===== src/rtl/ksz_bus_reader.sv =====
// KSZ8851 host-bus read engine: one command cycle, then one or more RDN data strobes.
// Outputs are registered from the current state, so they trail the state register by one cycle.
module ksz_bus_reader #(
   parameter int STROBE_CYCLES = 2,
   parameter int RECOV_CYCLES  = 1,
   parameter int LEN_W         = 11
) (
   input  logic             clk40m,
   input  logic             reset,
   input  logic             rd_req,
   input  logic [7:0]       rd_addr,
   input  logic [3:0]       rd_be,
   input  logic [LEN_W-1:0] rd_len,
   input  logic             bus_gnt,
   input  logic [15:0]      sd_in,
   output logic             bus_req,
   output logic [15:0]      sd_out,
   output logic             sd_oe,
   output logic             cmd,
   output logic             rdn,
   output logic             wrn,
   output logic [15:0]      rd_data,
   output logic             rd_valid,
   output logic             rd_done,
   output logic             busy
);

   localparam int TMR_MAX = (STROBE_CYCLES > RECOV_CYCLES) ? STROBE_CYCLES : RECOV_CYCLES;
   localparam int TMR_W   = (TMR_MAX > 1) ? $clog2(TMR_MAX) : 1;
   localparam logic [TMR_W-1:0] STROBE_LAST = TMR_W'(STROBE_CYCLES - 1);
   localparam logic [TMR_W-1:0] RECOV_LAST  = TMR_W'(RECOV_CYCLES - 1);

   typedef enum logic [2:0] {
      S_IDLE,
      S_WAIT_GNT,
      S_CMD,
      S_CMD_HOLD,
      S_TURN,
      S_RD,
      S_RECOV
   } state_t;

   state_t             state_q, state_d;
   logic [TMR_W-1:0]   tmr_q, tmr_d;
   logic [LEN_W-1:0]   cnt_q, cnt_d;
   logic [7:0]         addr_q;
   logic [3:0]         be_q;
   logic               accept;
   logic               drive_cmd;
   logic               word_cap;
   logic               last_word;
   logic [15:0]        cmd_word;

   assign cmd_word  = {be_q, 4'b0000, addr_q};
   assign drive_cmd = (state_q == S_CMD) || (state_q == S_CMD_HOLD);
   assign word_cap  = (state_q == S_RECOV) && (tmr_q == '0);
   assign last_word = (cnt_q <= LEN_W'(1));

   always_comb begin
      state_d = state_q;
      tmr_d   = tmr_q;
      cnt_d   = cnt_q;
      accept  = 1'b0;
      case (state_q)
         S_IDLE: begin
            tmr_d = '0;
            if (rd_req) begin
               accept  = 1'b1;
               cnt_d   = (rd_len == '0) ? LEN_W'(1) : rd_len;
               state_d = bus_gnt ? S_CMD : S_WAIT_GNT;
            end
         end
         S_WAIT_GNT: begin
            if (bus_gnt) state_d = S_CMD;
         end
         S_CMD: begin
            if (tmr_q == STROBE_LAST) begin
               tmr_d   = '0;
               state_d = S_CMD_HOLD;
            end else begin
               tmr_d = tmr_q + TMR_W'(1);
            end
         end
         S_CMD_HOLD: state_d = S_TURN;
         S_TURN:     state_d = S_RD;
         S_RD: begin
            if (tmr_q == STROBE_LAST) begin
               tmr_d   = '0;
               state_d = S_RECOV;
            end else begin
               tmr_d = tmr_q + TMR_W'(1);
            end
         end
         S_RECOV: begin
            // The count is only decremented when leaving RECOV, so last_word stays stable for rd_done.
            if (last_word) begin
               tmr_d   = '0;
               state_d = S_IDLE;
            end else if (tmr_q == RECOV_LAST) begin
               tmr_d   = '0;
               cnt_d   = cnt_q - LEN_W'(1);
               state_d = S_RD;
            end else begin
               tmr_d = tmr_q + TMR_W'(1);
            end
         end
         default: state_d = S_IDLE;
      endcase
   end

   always_ff @(posedge clk40m or negedge reset) begin
      if (!reset) begin
         state_q <= S_IDLE;
         tmr_q   <= '0;
         cnt_q   <= '0;
         addr_q  <= '0;
         be_q    <= '0;
      end else begin
         state_q <= state_d;
         tmr_q   <= tmr_d;
         cnt_q   <= cnt_d;
         if (accept) begin
            addr_q <= rd_addr & 8'hFC;
            be_q   <= rd_be;
         end
      end
   end

   always_ff @(posedge clk40m or negedge reset) begin
      if (!reset) begin
         bus_req  <= 1'b0;
         sd_out   <= '0;
         sd_oe    <= 1'b0;
         cmd      <= 1'b0;
         rdn      <= 1'b1;
         wrn      <= 1'b1;
         rd_data  <= '0;
         rd_valid <= 1'b0;
         rd_done  <= 1'b0;
         busy     <= 1'b0;
      end else begin
         bus_req  <= (state_d != S_IDLE);
         busy     <= (state_q != S_IDLE);
         cmd      <= drive_cmd;
         sd_oe    <= drive_cmd;
         sd_out   <= drive_cmd ? cmd_word : '0;
         wrn      <= (state_q != S_CMD);
         rdn      <= (state_q != S_RD);
         rd_valid <= word_cap;
         rd_done  <= word_cap && last_word;
         if (word_cap) rd_data <= sd_in;
      end
   end

endmodule


===== config.mk =====
export PLATFORM = sky130hd
export DESIGN_NAME = ksz_bus_reader
export DESIGN_NICKNAME = d
export VERILOG_FILES = /design/src/rtl/ksz_bus_reader.sv
export SDC_FILE = /design/constraint.sdc
export NUM_CORES = 1
export LEC_CHECK = 0
export ABC_AREA = 1
export BUFFER_PORTS_ARGS = -buffer_cell sky130_fd_sc_hd__buf_4
export CAP_MARGIN = 20
export CORE_MARGIN = 2
export CORE_UTILIZATION = 55
export DETAILED_ROUTE_END_ITERATION = 10
export PLACE_DENSITY_LB_ADDON = 0.1
export REMOVE_ABC_BUFFERS = 1
export SYNTH_ARGS = -nofsm -noshare
export SYNTH_HDL_FRONTEND = slang
export SYNTH_SLANG_ARGS = --single-unit
export TNS_END_PERCENT = 1

===== constraint.sdc =====
create_clock -name clk40m -period 3.91 [get_ports clk40m]
set_clock_uncertainty 0.15 [all_clocks]
set_input_delay 0.1955 -clock clk40m [delete_from_list [all_inputs] [get_ports clk40m]]
set_output_delay 0.1955 -clock clk40m [all_outputs]
set_load 0.05 [all_outputs]

==> results.cfg <==
[status]
outcome = completed

[critical_path]
worst_path_max_delay_cell = nor2_4
max_stage_delay_ps = 450
cp_max_fo = 20
r2r_setup_slack_ps = 1630
arrival_ps = 2400
critPathLaunchType = flop
required_ps = 4030
timing.rr.start = state_q[0]
crit_path_cell_trace = inv_2, nand2_2, nor2_4, inv_2, nor2_4, nand2_4, nand2_4, nand3_1, nand2_1
regToRegEndpoint = cnt_q[7]
worstRegToRegCells = 9
startpoint = state_q[0]
crit_type = reg2reg
end_kind = flop

[place]
gp_congestion = 0.840
post-dp-hpwl_mm = 3.95
io_buffers = 74
dpl.cell_count = 460

[yosys]
ys_warn_count = 0
yosysSeqAreaShare_pct = 53.4
ys_top_cells_by_area = dfrtp_1 51%, nand2_1 14%, nor2_1 5.4%
syn_inst = 329
synth_top_area_cell = dfrtp_1
ys_ff_latch = 58
ys_types = 29
yosys.area.top_type_share_pct = 51.5
syn_area_um2 = 2720
syn_avg_cell_area_um2 = 8.28

[clock_tree]
clk_root_buffer_cell = clkbuf_8
clkTransAtPathRegs_ps = 60
clock_sinks = 58
cts_setup_buffers = 0
cts_tree = done
clk_latency_ps = 330
htreeDepth = 3
clockBufferDepth = 2
numCtsBuffers = 9

[pwr]
p_per_area_nw_per_um2 = 349
seq_power_share_pct = 46.9
ir_worst_vdd_v = 0.000247
p_comb_share_pct = 10.2
p_int_mw = 0.995
power_leakage_nw = 2.02
p_switching_mw = 0.313
pwr-share-clk_pct = 42.9
p_sw_share_pct = 23.9

[timing]
max_freq_ghz = 0.439
setup-violations-final = 0
finalMaxSlewViolations = 0
slew_headroom_pct = 52.5
period_minus_slack_ps = 2280
hold_viol_final = 0
finalCritPeriodShare_pct = 58.2
rsz0062_at_grt = false
tightest_slew_ps = 713
tns_ps = 0

[final_layout]
layout-drive-gt1-share_pct = 26.4
final_util_pct = 78.8
area_growth_pct = 37.5
fin_nets = 476
multi_input_area_um2 = 1030
instances_no_fill = 503
mostFrequentLayoutCells = 99 x nand2_1, 74 x buf_4, 56 x dfrtp_1
register_area_um2 = 1450
final_common_cell = nand2_1
diodes = 0
fillers = 341

[die]
ioPinCount = 83
core_area_um2 = 4750
dieHeight_um = 74.4
die_x_um = 74.4
dieArea_um2 = 5530
initial_core_util_pct = 57.3
num_rows = 25

[global_route]
overflow = 0
grt_pass1_wl_mm = 9.99
grt_max_degree = 59
antenna_found_initial = 0
track_usage_pct = 24.0
grt_pass1_vias = 2256

[min_path]
hold_end = cnt_q[10]
hold_class = in2reg
min_path_cells = 5
min_from = rd_len[10]

[routing]
via_per_inst = 4.72
dr.pass1.iters = 4
wl_per_cell_um = 12.0
drt-initial-drc-count = 174
drt_wl_total_mm = 6.02
drc = 0
drtAntennaViolNets = 0
vias = 2376

[run]
maxCapViolCount = 0
-- per-stage QoR --
stage / area, µm² / power [mW] / hold WS, ps / worst slack, ps
after global placement: 3270 / 0.735 / 147 / 1640
final: 3740 / 1.31 / 30.4 / 1630
after CTS: 3740 / 1.33 / 16.6 / 1610
after global routing: 3740 / 1.36 / 48.9 / 1420
after detailed placement: 3270 / 0.736 / 149 / 1640
after floorplan: 2630 / 0.676 / -250 / 2060
-- what timing repair did --
item / in CTS / in global routing
resized for setup: 0 / 0
hold buffers: 27 / 0
endpoints found under the hold margin: 82 / 0
-- metal layers --
layer | vias to the layer above | share of wire [%] | GRT usage, %
met5 | - | 0 | 0
met4 | 0 | 1.2 | 8.53
met1 | 1092 | 43 | 30.1
met2 | 72 | 50 | 40.7
li1 | 1204 | - | -
met3 | 8 | 5.7 | 6.10
-- synth_stat cells --
| library cell | count |
|---|---|
| a21oi_1 | 13 |
| buf_2 | 2 |
| buf_4 | 8 |
| buf_6 | 3 |
| clkbuf_1 | 2 |
| clkinv_1 | 1 |
| conb_1 | 1 |
| dfrtp_1 | 56 |
| dfstp_2 | 2 |
| ha_1 | 2 |
| inv_1 | 34 |
| inv_2 | 3 |
| inv_4 | 1 |
| nand2_1 | 99 |
| nand2_2 | 2 |
| nand2_4 | 2 |
| nand3_1 | 24 |
| nand3_2 | 3 |
| nand4_1 | 5 |
| nor2_1 | 39 |
| nor2_2 | 3 |
| nor2_4 | 2 |
| nor3_1 | 1 |
| o21ai_0 | 10 |
| o21ai_2 | 4 |
| o22ai_1 | 1 |
| or2_2 | 4 |
| xnor2_1 | 1 |
| xor2_1 | 1 |
-- registers in the layout, indices dropped and copies added (netlist names) --
| name | cells |
|---|---|
| sd_out | 10 |
| busy | 1 |
| tmr_q | 1 |
| cnt_q | 11 |
| rd_valid | 1 |
| bus_req | 1 |
| addr_q | 6 |
| state_q | 3 |
| wrn | 1 |
| rdn | 1 |
| rd_data | 16 |
| be_q | 4 |
| rd_done | 1 |
| cmd | 1 |
-- power groups by stage --
stage	registers [mW]	logic, mW	clock network (mW)
global placement	0.624	0.111	0
floorplan	0.654	0.0219	0
global route	0.613	0.143	0.602
detailed placement	0.624	0.112	0
finish	0.613	0.134	0.561
CTS	0.613	0.134	0.579
-- logic make-up after synthesis --
kind of cell / Yosys count / synth area share (%)
fa+ha+maj: 2 / 0.919
simple gates: 184 / 29.6
flops: 58 / 53.4
xor+xnor: 2 / 0.643
compound gates: 28 / 5.74
other cells: 1 / 0.138
buf+inv: 54 / 9.56
-- worst max-delay path by stage --
| stage | depth (start not counted) | endpoint |
|---|---|---|
| floorplan | 8 | cnt_q[4] |
| global placement | 9 | cnt_q[7] |
| detailed placement | 9 | cnt_q[7] |
| CTS | 9 | cnt_q[7] |
| global route | 9 | cnt_q[7] |
| finish | 9 | cnt_q[7] |
-- cell type report --
| cell class | instances | area share [%] |
|---|---|---|
| clock inverters | 4 | 1.34 |
| multi-input cells | 222 | 27.4 |
| flip-flops and latches | 58 | 38.8 |
| inverters | 39 | 3.98 |
| clock buffers | 12 | 4.14 |
| well taps | 67 | 2.24 |
| repair buffers | 101 | 22.1 |
-- critical path: cells and delay by family (launching register included) --
family | cells | cell delay (ps)
buffers and inverters | 2 | 280
and+or+nand+nor | 7 | 1330
DFF | 1 | 440
No activity file was read; power rests on OpenSTA's default activity.
